## config.mk

```make
export PLATFORM = sky130hd
export DESIGN_NAME = joy_autoread
export DESIGN_NICKNAME = d
export VERILOG_FILES = /design/src/rtl/joy_autoread.sv
export SDC_FILE = /design/constraint.sdc
export NUM_CORES = 1
export LEC_CHECK = 0
export ABC_AREA = 1
export BUFFER_PORTS_ARGS = -buffer_cell sky130_fd_sc_hd__buf_2
export CORE_ASPECT_RATIO = 0.6
export CORE_MARGIN = 4
export CORE_UTILIZATION = 52
export DETAILED_ROUTE_END_ITERATION = 12
export PLACE_DENSITY = 0.83
export SETUP_SLACK_MARGIN = 0.15
export SLEW_MARGIN = 20
export SYNTH_ARGS = -nofsm -noshare
export SYNTH_HDL_FRONTEND = slang
export SYNTH_SLANG_ARGS = --single-unit
```

## constraint.sdc

```tcl
create_clock -name clk_sys -period 1.5 [get_ports clk_sys]
set_input_delay 0.075 -clock clk_sys [delete_from_list [all_inputs] [get_ports clk_sys]]
set_output_delay 0.075 -clock clk_sys [all_outputs]
set_load 0.01 [all_outputs]
```

## src/rtl/joy_autoread.sv

```systemverilog
`default_nettype none
// ============================================================================
// Module   : joy_autoread
// Purpose  : Automatic serial read of two controller ports (four data lines).
//            One strobe, then 16 clock pulses; each line is shifted into a
//            16-bit register and published on completion.
// Revision : 1.0 - initial release
// ============================================================================
module joy_autoread #(
    parameter int HALF = 4
) (
    input  logic        clk_sys,
    input  logic        reset,
    input  logic        start,
    input  logic [1:0]  port1_di,
    input  logic [1:0]  port2_di,
    output logic        joy_strb,
    output logic        joy1_clk,
    output logic        joy2_clk,
    output logic        busy,
    output logic        done,
    output logic [15:0] joy1_data,
    output logic [15:0] joy2_data,
    output logic [15:0] joy3_data,
    output logic [15:0] joy4_data
);

    typedef enum logic [2:0] {
        S_IDLE   = 3'd0,
        S_LATCH  = 3'd1,
        S_SETTLE = 3'd2,
        S_SAMPLE = 3'd3,
        S_CLKLO  = 3'd4,
        S_CLKHI  = 3'd5,
        S_DONE   = 3'd6
    } state_t;

    // Terminal value of the phase counter; every timed phase lasts HALF cycles.
    localparam logic [7:0] PH_LAST = 8'(HALF - 1);

    state_t      state, state_next;
    logic [7:0]  phase, phase_next;
    logic [3:0]  smp, smp_next;
    logic        latch2, latch2_next;   // second half of the 2*HALF strobe
    logic        phase_end;

    logic        strb_next, clk_next, busy_next, done_next;

    logic [15:0] sh1, sh2, sh3, sh4;

    assign phase_end = (phase == PH_LAST);

    // Next-state logic plus the next values of the registered outputs.
    always_comb begin
        state_next  = state;
        phase_next  = phase + 8'd1;
        smp_next    = smp;
        latch2_next = latch2;
        case (state)
            S_IDLE: begin
                phase_next  = 8'd0;
                smp_next    = 4'd0;
                latch2_next = 1'b0;
                if (start) state_next = S_LATCH;
            end
            S_LATCH: begin
                if (phase_end) begin
                    phase_next = 8'd0;
                    if (latch2) begin
                        latch2_next = 1'b0;
                        state_next  = S_SETTLE;
                    end else begin
                        latch2_next = 1'b1;
                    end
                end
            end
            S_SETTLE: begin
                if (phase_end) begin
                    phase_next = 8'd0;
                    state_next = S_SAMPLE;
                end
            end
            S_SAMPLE: begin
                phase_next = 8'd0;
                state_next = S_CLKLO;
            end
            S_CLKLO: begin
                if (phase_end) begin
                    phase_next = 8'd0;
                    state_next = S_CLKHI;
                end
            end
            S_CLKHI: begin
                if (phase_end) begin
                    phase_next = 8'd0;
                    // smp holds the index of the sample just taken
                    if (smp == 4'd15) begin
                        smp_next   = 4'd0;
                        state_next = S_DONE;
                    end else begin
                        smp_next   = smp + 4'd1;
                        state_next = S_SAMPLE;
                    end
                end
            end
            S_DONE: begin
                phase_next = 8'd0;
                state_next = S_IDLE;
            end
            default: begin
                phase_next = 8'd0;
                state_next = S_IDLE;
            end
        endcase

        // Outputs are registered from the next state so they track the state exactly.
        strb_next = (state_next == S_LATCH);
        clk_next  = (state_next != S_CLKLO);
        busy_next = (state_next != S_IDLE);
        done_next = (state_next == S_DONE);
    end

    // State, counters and registered control outputs.
    always_ff @(posedge clk_sys) begin
        if (!reset) begin
            state    <= S_IDLE;
            phase    <= 8'd0;
            smp      <= 4'd0;
            latch2   <= 1'b0;
            joy_strb <= 1'b0;
            joy1_clk <= 1'b1;
            joy2_clk <= 1'b1;
            busy     <= 1'b0;
            done     <= 1'b0;
        end else begin
            state    <= state_next;
            phase    <= phase_next;
            smp      <= smp_next;
            latch2   <= latch2_next;
            joy_strb <= strb_next;
            joy1_clk <= clk_next;
            joy2_clk <= clk_next;
            busy     <= busy_next;
            done     <= done_next;
        end
    end

    // Shift registers: cleared at frame start, one inverted bit per SAMPLE cycle.
    always_ff @(posedge clk_sys) begin
        if (!reset) begin
            sh1 <= 16'h0000;
            sh2 <= 16'h0000;
            sh3 <= 16'h0000;
            sh4 <= 16'h0000;
        end else if (state == S_IDLE && start) begin
            sh1 <= 16'h0000;
            sh2 <= 16'h0000;
            sh3 <= 16'h0000;
            sh4 <= 16'h0000;
        end else if (state == S_SAMPLE) begin
            sh1 <= {sh1[14:0], ~port1_di[0]};
            sh2 <= {sh2[14:0], ~port2_di[0]};
            sh3 <= {sh3[14:0], ~port1_di[1]};
            sh4 <= {sh4[14:0], ~port2_di[1]};
        end
    end

    // Published results load on entry to DONE, so they change together with done.
    always_ff @(posedge clk_sys) begin
        if (!reset) begin
            joy1_data <= 16'h0000;
            joy2_data <= 16'h0000;
            joy3_data <= 16'h0000;
            joy4_data <= 16'h0000;
        end else if (state_next == S_DONE) begin
            joy1_data <= sh1;
            joy2_data <= sh2;
            joy3_data <= sh3;
            joy4_data <= sh4;
        end
    end

endmodule
`default_nettype wire

```

# After elaboration in Yosys (flattened, before gate mapping)
# Index checks and enable logic that the tools add are counted.
[totals]
input_bits = 7
elab_cells = 60
ff_bits = 148
[op_classes]
add_sub_neg = 2
n_reduce_logical = 10
n_mux = 14
bitwise = 6
eq_ne = 12
[ops]
columns = ["cell", "n"]
rows = [
  ["$mux 3", 7],
  ["$pmux 3 s6", 1],
  ["$eq 3x3->1 const B", 3],
  ["$add 8x1->8 const B", 1],
  ["$eq 8x2->1 const B", 1],
  ["$mux 4", 2],
  ["$pmux 4 s2", 1],
  ["$eq 3x1->1 const B", 2],
  ["$eq 3x2->1 const B", 2],
  ["$not 1->1", 6],
  ["$add 4x1->4 const B", 1],
  ["$eq 4x4->1 const B", 1],
  ["$ne 2x2->1 const B", 2],
  ["$reduce_and 2->1", 2],
  ["$reduce_bool 2->1", 2],
  ["$reduce_or 4->1", 1],
  ["$logic_not 3->1", 1],
  ["$ne 3x3->1 const B", 1],
  ["$reduce_bool 3->1", 1],
  ["$reduce_or 3->1", 1],
  ["$mux 1", 2],
  ["$pmux 1 s2", 1],
  ["$reduce_or 2->1", 1],
  ["$logic_and 1x1->1", 1],
]

# Logic depth before layout (Yosys ltp)
# Gate-level depths: netlist of the first run.
[logic_depth]
ltp_word = 5
ltp_mapped = 12
mapped_depth_nobuf = 10

# Worst setup path after synthesis of the first run
# No wires, ideal clock.
[synth_path]
kind = "register -> register"
start = "register phase[0]"
end = "register joy1_data[0]"
path_buffers = 2
arrival_time_ps = 1496
required_time_ps = 1385
path_stages_with_launch = 11
path_slack_ps = -111
cell_sequence = "dfxtp_1 > ha_1 > nand2_1 > nor2_4 > nand2_1 > nand3_1 > buf_4 > buf_2 > nand3_1 > nand2_1 > nor2_1"
[synth_between]
elab_chain_len = 4
[synth_rtl]
columns = ["element", "line", "rtl"]
rows = [
  ["start, declared", "42", "logic [7:0] phase, phase_next;"],
  ["start signal, assigned", "137", "phase <= phase_next;"],
  ["$eq 8x2->1 *", "51", "assign phase_end = (phase == PH_LAST);"],
  ["$mux 3, on equally long branches", "n/a", ""],
  ["$pmux 3 s6 *", "59", "case (state)"],
  ["$eq 3x3->1 *", "175", "end else if (state_next == S_DONE) begin"],
  ["end signal, assigned", "171", "joy1_data <= 16'h0000;"],
  ["end signal, assigned", "176", "joy1_data <= sh1;"],
  ["end, declared", "22", "output logic [15:0] joy1_data,"],
]
# Every way passes the cells marked *; elsewhere a longest branch is shown, timed or not.
# A chain may end at the register's enable or synchronous reset.

# Worst setup path in the final report of the first run
[layout_path]
start = "register smp[1]"
end = "register joy1_data[2]"
[layout_between]
elab_chain_len = 5
[layout_rtl]
columns = ["element", "line", "rtl"]
rows = [
  ["start, declared", "43", "logic [3:0] smp, smp_next;"],
  ["start signal, assigned", "138", "smp <= smp_next;"],
  ["$eq 4x4->1", "97", "if (smp == 4'd15) begin"],
  ["$mux 3", "97", ""],
  ["$mux 3", "94", "if (phase_end) begin"],
  ["$pmux 3 s6", "59", ""],
  ["$eq 3x3->1", "175", ""],
]
# No other way between the ends.

==> load_flow_metrics.sql, run 1 <==
INSERT INTO impl_metrics (metric_group, metric, value, unit) VALUES
('run_status', 'run_status', 'finished, violations left', ''),
('run_status', 'failed_checks', 'negative setup slack', ''),
('placement', 'detailed_placement_hpwl', '8.44', 'mm'),
('timing', 'final_setup_tns', '-9.74', 'ns'),
('placement', 'port-buffer-count', '75', ''),
('placement', 'placed_inst_area', '6800', 'um^2'),
('floorplanning', 'dieWidth', '146', 'um'),
('logic_synthesis', 'synth_nets', '835', ''),
('timing', 'timing_hold_violations_final', '0', ''),
('logic_synthesis', 'synth_top_area_cell', 'dfxtp_1', ''),
('timing', 'finalCritPeriodShare', '114', '%'),
('finish', 'antennaDiodeCount', '0', ''),
('logic_synthesis', 'number_of_flops_mapped_to_enable_cells_by_yosys', '0', ''),
('worst_setup_path', 'crit_fanout', '14', ''),
('detailed_routing', 'drt.antenna.violating_nets', '0', ''),
('timing', 'final-setup-viol-count', '70', ''),
('worst_setup_path', 'timing.critical_path.max_delay_family', 'simple AND/OR/NAND/NOR gates', ''),
('pwr', 'peakVddDrop', '0.000959', 'V'),
('finish', 'finalNonFillerCells', '1101', ''),
('clock_network', 'cts.htree.levels', '4', ''),
('floorplanning', 'dieHeight', '90.9', 'um'),
('floorplanning', 'floorplan.die_area', '13300', 'um^2'),
('clock_network', 'clock-sinks', '148', ''),
('global_routing', 'number_of_global_route_vias_before_repair', '5009', ''),
('worst_setup_path', 'critical_path.cell_chain', 'ha_2, nand2_2, nor2_2, a21oi_4, buf_4, nand2_8, clkbuf_16, nand3_1, nand2_1, nor2_1', ''),
('timing', 'worst_slack', '-0.210', 'ns'),
('logic_synthesis', 'syn_inst', '826', ''),
('clock_network', 'numCtsBuffers', '17', ''),
('worst_setup_path', 'worstSetupEndpointType', 'flop', ''),
('logic_synthesis', 'synth-main-ff-cell', 'dfxtp_1', ''),
('global_routing', 'grt_first_pass_wirelength', '24.0', 'mm'),
('logic_synthesis', 'mappedNetlistArea', '5960', 'um^2'),
('worst_setup_path', 'count_of_buffering_cells_on_the_critical_path_with_inverters_included', '2', ''),
('detailed_routing', 'dr.first_iter.drc_count', '795', ''),
('worst_setup_path', 'arrival', '2.02', 'ns'),
('logic_synthesis', 'synthTopCellsByArea', 'dfxtp_1 50%, nand2_1 14%, a21oi_1 12%', ''),
('floorplanning', 'placeableCoreArea', '10900', 'um^2'),
('pwr', 'static-leakage-power', '3.24', 'nW'),
('logic_synthesis', 'synth.ff_latch_count', '148', ''),
('logic_synthesis', 'yosysMostFrequentCell', 'nand2_1', ''),
('worst_setup_path', 'setup.worst_path.start_class', 'flop', ''),
('clock_network', 'cts.clk_slew.worst_paths', '0.06', 'ns'),
('detailed_routing', 'detail_route.first_pass.iterations', '6', ''),
('worst_setup_path', 'cpPeakStageDelay', '0.34', 'ns'),
('detailed_routing', 'routed-via-count', '6341', ''),
('logic_synthesis', 'synth.cells.most_frequent', '215 x nand2_1, 148 x dfxtp_1, 137 x a21oi_1, 81 x nor2_1, 79 x inv_1', ''),
('clock_network', 'cts_tree', 'done', ''),
('worst_setup_path', 'critical_path_depth', '10', ''),
('logic_synthesis', 'post-synth-top-area-fraction', '49.7', '%'),
('worst_setup_path', 'type_of_the_setup_path_with_the_least_slack', 'flop to flop', ''),
('global_routing', 'global_route.usage.total', '21.8', '%'),
('global_routing', 'grt_overflow_total', '0', ''),
('logic_synthesis', 'synth-warning-count', '0', ''),
('floorplanning', 'initial_utilization', '54.7', '%'),
('finish', 'final_area', '8290', 'um^2'),
('timing', 'timing.slew.headroom', '77.0', '%'),
('logic_synthesis', 'yosysSeqAreaShare', '49.7', '%'),
('timing', 'max_slew.worst_pin.slew', '0.345', 'ns'),
('flow_run', 'max_cap_viol_count', '0', ''),
('detailed_routing', 'avgViaCountPerCell', '5.76', ''),
('finish', 'area_growth_syn_to_layout', '39.1', '%'),
('placement', 'place_congestion', '0.832', ''),
('worst_setup_path', 'r2r_cells', '10', ''),
('floorplanning', 'core.rowCount', '29', ''),
('finish', 'num-fill-cells', '684', ''),
('detailed_routing', 'routed_wl', '19.9', 'mm'),
('timing', 'grt_setup_unrepaired', 'yes', ''),
('clock_network', 'cts_root_buffer', 'clkbuf_16', ''),
('detailed_routing', 'drc', '0', ''),
('timing', 'worst_clock_skew', '0.00827', 'ns'),
('clock_network', 'clock_path_buffers', '2', '');
stage by stage:
step           hold slack, ns  total power, mW  utilization, %  setup slack, ns
3_5_place_dp            0.342             4.29            62.4           -0.114
3_3_place_gp            0.341             4.29            62.4          -0.0331
6_report               0.0911             8.57            76.1           -0.210
4_1_cts                0.0531             8.49            69.4          -0.0723
2_1_floorplan           0.253             4.19               -           0.0651
5_1_grt                0.0883             8.79            76.1           -0.290
logic make-up (layout without fill, tap and decap cells):
family	count (synthesis)	count (layout)	synth area share, %
AOI/OAI and AO/OA	149	149	12.7
xor gates and xnor gates	1	1	0.147
adders and majority gates	2	2	0.420
buffers and inverters	139	273	10.1
DFF	148	148	49.7
and+or+nand+nor	387	389	26.8
worst reg2reg max path, delay by kind of cell (launching register included):
family | cells | cell delay, ns
flip-flops | 1 | 0.34
adder cells (fa/ha/maj) | 1 | 0.20
AND/OR/NAND/NOR | 6 | 0.60
buffers and inverters | 2 | 0.35
AO/OA/AOI/OAI | 1 | 0.10
layer usage:
metal	part of all wire, %	GRT usage, %
met2	45	32.5
met3	10	6.62
met5	0	0
met1	41	30.2
met4	3.7	7.28
final cells by class:
class	instances	area, um^2	area share (%)
sequential	148	2980	35.9
inverter	83	327	3.94
tap	139	174	2.10
clock inverter	15	165	1.99
timing repair buffer	158	1460	17.6
clock buffer	17	425	5.13
multi-input combinational	541	2760	33.3
cell usage in the layout, fill, tap and decap left out, types with 5 or more instances in the layout:
| cell | count |
|---|---|
| a21oi_1 | 103 |
| a21oi_2 | 34 |
| buf_12 | 13 |
| buf_2 | 75 |
| buf_4 | 38 |
| buf_6 | 14 |
| clkbuf_16 | 28 |
| clkinv_2 | 6 |
| clkinvlp_4 | 6 |
| dfxtp_1 | 141 |
| dfxtp_2 | 5 |
| dlygate4sd3_1 | 5 |
| inv_1 | 74 |
| inv_4 | 6 |
| nand2_1 | 204 |
| nand2_2 | 9 |
| nand3_1 | 62 |
| nand3_2 | 10 |
| nor2_1 | 78 |
what timing repair did:
item | CTS | global route
cloned | 2 | 17
endpoints found under the hold margin | 5 | 0
pin swaps | 6 | 14
hold buffers | 5 | 0
setup endpoints to repair | 140 | 143
resized for setup | 16 | 65
setup buffers | 3 | 18
flip-flops by register name, indices dropped and copies added, names as in the netlist:
| register | flops |
|---|---|
| busy | 1 |
| done | 1 |
| joy1_data | 16 |
| joy2_clk | 1 |
| joy2_data | 16 |
| joy3_data | 16 |
| joy4_data | 16 |
| joy_strb | 1 |
| latch2 | 1 |
| phase | 8 |
| sh1 | 16 |
| sh2 | 16 |
| sh3 | 16 |
| sh4 | 16 |
| smp | 4 |
| state | 3 |
path summary, 6_finish.rpt:
check,start,endpoint,slack [ns]
worst max-delay path,smp[1],joy1_data[2],-0.21
worst min-delay path,start,joy_strb,0.09
worst max register to register,smp[1],joy1_data[2],-0.21
worst min register to register,joy2_data[13],joy2_data[13],0.47
power by group:
| group | internal, mW | leakage (nW) | switching (mW) | total (mW) |
|---|---|---|---|---|
| logic | 0.126 | 1.77 | 0.203 | 0.330 |
| registers | 3.94 | 1.20 | 0.0136 | 3.96 |
| clock network | 2.59 | 0.276 | 1.69 | 4.29 |
| total | 6.66 | 3.24 | 1.91 | 8.57 |
Power figures use the tool's default switching activity.
==> inputs of run 2 (changes only) <==
--- a/config.mk
+++ b/config.mk
@@ -13,6 +13,7 @@
 export DETAILED_ROUTE_END_ITERATION = 12
 export PLACE_DENSITY = 0.83
 export SETUP_SLACK_MARGIN = 0.15
+export SKIP_LAST_GASP = 1
 export SLEW_MARGIN = 20
 export SYNTH_ARGS = -nofsm -noshare
 export SYNTH_HDL_FRONTEND = slang
==> run 2 against run 1 <==
Compared with the run above: clock skew shrank 0.00058 ns; first-iteration DRC count is 3.4% lower; final area is 1.1% lower; sequential share of layout area increased by 0.38 points; utilization fell by 0.85 points; combinational power is 4% lower; sequential power is essentially flat; maximum frequency fell by 10%; clock-buffer cell count is the same; the flow still finishes with violations (negative setup slack); sequential cell count unchanged.
==> load_flow_metrics.sql, run 2 (synthesis results as in run 1) <==
INSERT INTO impl_metrics (metric_group, metric, value, unit) VALUES
('run_status', 'run_status', 'finished, violations left', ''),
('run_status', 'failed_checks', 'negative setup slack', ''),
('finish', 'finalCoreUtilization', '75.3', '%'),
('min_path', 'min-delay-start', 'start', ''),
('clock_network', 'cts_tree', 'done', ''),
('worst_setup_path', 'cpPeakStageDelay', '0.35', 'ns'),
('clock_network', 'numCtsBuffers', '17', ''),
('global_routing', 'antenna_found_initial', '0', ''),
('pwr', 'power_per_cell_area', '1050', 'nW/um^2'),
('pwr', 'p_sw_share', '22.4', '%'),
('worst_setup_path', 'count_of_buffering_cells_on_the_critical_path_with_inverters_included', '3', ''),
('finish', 'antennaDiodeCount', '0', ''),
('detailed_routing', 'avgViaCountPerCell', '5.76', ''),
('pwr', 'internal_power', '6.66', 'mW'),
('detailed_routing', 'drt.antenna.violating_nets', '0', ''),
('global_routing', 'grt_overflow_total', '0', ''),
('timing', 'post-route-min-period', '1.90', 'ns'),
('detailed_routing', 'detail_route.wl_per_cell', '18.0', 'um'),
('worst_setup_path', 'crit_fanout', '7', ''),
('pwr', 'switchingPower', '1.93', 'mW'),
('detailed_routing', 'routed-via-count', '6334', ''),
('finish', 'finalNonFillerCells', '1099', ''),
('timing', 'worst_slack', '-0.399', 'ns'),
('floorplanning', 'ios', '76', ''),
('pwr', 'clock_power_share', '50.2', '%'),
('timing', 'timing_hold_violations_final', '0', ''),
('finish', 'nNetsFinal', '956', ''),
('worst_setup_path', 'critical_path_data_required_time', '1.84', 'ns'),
('worst_setup_path', 'arrival', '2.24', 'ns'),
('worst_setup_path', 'timing.critical_path.slowest_stage_cell', 'dfxtp_1', ''),
('clock_network', 'clock-sinks', '148', ''),
('global_routing', 'grt_max_degree', '61', ''),
('worst_setup_path', 'regToRegSetupSlack', '-0.40', 'ns'),
('finish', 'mostFrequentLayoutCells', '209 x nand2_1, 141 x dfxtp_1, 113 x a21oi_1', ''),
('timing', 'timing.slew.headroom', '77.2', '%'),
('timing', 'fmaxAchievable', '527', 'MHz'),
('worst_setup_path', 'r2r_cells', '10', ''),
('worst_setup_path', 'r2r_start', 'phase[6]', ''),
('worst_setup_path', 'timing.rr.end', 'joy1_data[4]', ''),
('detailed_routing', 'detail_route.first_pass.iterations', '9', ''),
('floorplanning', 'core.rowCount', '29', ''),
('timing', 'grt_setup_unrepaired', 'yes', ''),
('timing', 'slew_viol_final', '0', ''),
('global_routing', 'grt_first_pass_wirelength', '24.0', 'mm'),
('floorplanning', 'dieWidth', '146', 'um'),
('clock_network', 'cts.htree.levels', '4', ''),
('timing', 'max_slew.worst_pin.slew', '0.343', 'ns'),
('timing', 'finalCritPeriodShare', '127', '%'),
('clock_network', 'clock_path_buffers', '2', ''),
('placement', 'placed_inst_area', '6800', 'um^2'),
('pwr', 'static-leakage-power', '3.24', 'nW'),
('worst_setup_path', 'startpoint', 'phase[6]', ''),
('global_routing', 'global_route.usage.total', '21.8', '%'),
('global_routing', 'number_of_global_route_vias_before_repair', '5010', ''),
('pwr', 'share_comb_of_total_power', '3.7', '%'),
('placement', 'detailed_placement_hpwl', '8.44', 'mm'),
('placement', 'post-place-cells', '1024', ''),
('timing', 'final-setup-viol-count', '130', ''),
('finish', 'most_frequent_standard_cell_in_the_layout_excluding_fill_and_tap_cells', 'nand2_1', ''),
('pwr', 'design_power_total', '8.59', 'mW'),
('detailed_routing', 'drc', '0', ''),
('worst_setup_path', 'setup.worst_path.start_class', 'flop', ''),
('clock_network', 'cts.clk_slew.worst_paths', '0.06', 'ns'),
('finish', 'area_growth_syn_to_layout', '37.5', '%'),
('detailed_routing', 'dr.first_iter.drc_count', '768', ''),
('timing', 'worst_clock_skew', '0.00769', 'ns'),
('worst_setup_path', 'type_of_the_setup_path_with_the_least_slack', 'flop to flop', ''),
('min_path', 'min-delay-path-class', 'input port to flop', ''),
('clock_network', 'clock_insertion_delay_worst_skew', '0.43', 'ns'),
('pwr', 'sequential_share_of_power', '46.1', '%'),
('finish', 'final_layout_size_suffix_gt1_share', '27.3', '%'),
('worst_setup_path', 'worstSetupEndpointType', 'flop', ''),
('finish', 'final_area', '8190', 'um^2'),
('clock_network', 'cts_root_buffer', 'clkbuf_16', ''),
('min_path', 'hold-path-endpoint', 'joy_strb', ''),
('worst_setup_path', 'timing.critical_path.max_delay_family', 'simple AND/OR/NAND/NOR gates', ''),
('floorplanning', 'floorplan.die_area', '13300', 'um^2'),
('worst_setup_path', 'critical_path.cell_chain', 'nor2_1, nand2_1, nor2_4, nand3_2, nand3_4, buf_12, buf_12, buf_16, a21oi_1, nor2_1', ''),
('placement', 'place_congestion', '0.832', ''),
('placement', 'port-buffer-count', '75', ''),
('flow_run', 'max_cap_viol_count', '0', ''),
('floorplanning', 'placeableCoreArea', '10900', 'um^2'),
('detailed_routing', 'routed_wl', '19.8', 'mm'),
('floorplanning', 'dieHeight', '90.9', 'um'),
('floorplanning', 'initial_utilization', '54.7', '%'),
('timing', 'fin_worst_hold_slack', '0.0959', 'ns'),
('pwr', 'peakVddDrop', '0.000890', 'V'),
('min_path', 'timing.hold.worst_path_depth', '4', '');
-- run 2: changes by cell type in the layout (fill, tap and decap cells not counted), moves of 4 or more --
cell and change:
a21oi_2 -12, a21oi_1 +10, buf_6 -6, nand2_2 -6, inv_4 -5, nand2_1 +5, buf_8 +4, inv_2 +4
-- run 2: power groups by stage --
stage / sequential, mW / clock [mW] / combinational, mW
after global placement: 4.04 / 0 / 0.246
after detailed placement: 4.04 / 0 / 0.247
after CTS: 3.96 / 4.27 / 0.261
after floorplan: 4.05 / 0 / 0.145
final: 3.96 / 4.31 / 0.316
after global routing: 3.96 / 4.49 / 0.336
-- run 2: layout make-up --
| cell class | instances | area (um^2) |
|---|---|---|
| Clock inverter | 15 | 165 |
| Multi-Input combinational cell | 539 | 2690 |
| Timing Repair Buffer | 158 | 1460 |
| Sequential cell | 148 | 2970 |
| Fill cell | 680 | 2690 |
| Tap cell | 139 | 174 |
| Clock buffer | 17 | 425 |
| Inverter | 83 | 314 |
-- run 2: worst register-to-register path: stages (launching register included) --
cell and delay, ns:
dfxtp_1 0.35, nor2_1 0.18, nand2_1 0.14, nor2_4 0.19, nand3_2 0.17, nand3_4 0.12, buf_12 0.15, buf_12 0.14
buf_16 0.13, a21oi_1 0.08, nor2_1 0.18
-- run 2: how the worst max path moves through the flow --
stage,endpoint,cells past startpoint
3_3_place_gp,joy3_data[1],9
6_report,joy1_data[4],10
4_1_cts,joy2_data[0],11
2_1_floorplan,joy1_data[12],12
3_5_place_dp,joy1_data[2],9
5_1_grt,joy3_data[14],9
-- run 2: layer usage --
layer	track usage [%]	vias to the layer above	part of all wire (%)
li1	-	2863	-
met2	32.5	453	46
met1	30.2	2923	40
met3	6.62	95	9.5
met5	0	-	0
met4	7.28	0	4.7
-- run 2: timing repair --
item | 4_1_cts | 5_1_grt
endpoints found under the hold margin | 5 | 0
gates cloned | 2 | 11
pin swaps | 1 | 27
buffers inserted | 3 | 22
hold buffers | 5 | 0
setup endpoints to repair | 140 | 144
gates resized for setup | 6 | 61
-- run 2: metrics by stage --
stage          worst slack [ns]  setup TNS [ns]
3_3_place_gp            -0.0331          -0.773
4_1_cts                 -0.0723           -2.67
3_5_place_dp             -0.114           -4.25
5_1_grt                  -0.447          -28.03
6_report                 -0.399          -21.48
2_1_floorplan            0.0651               0
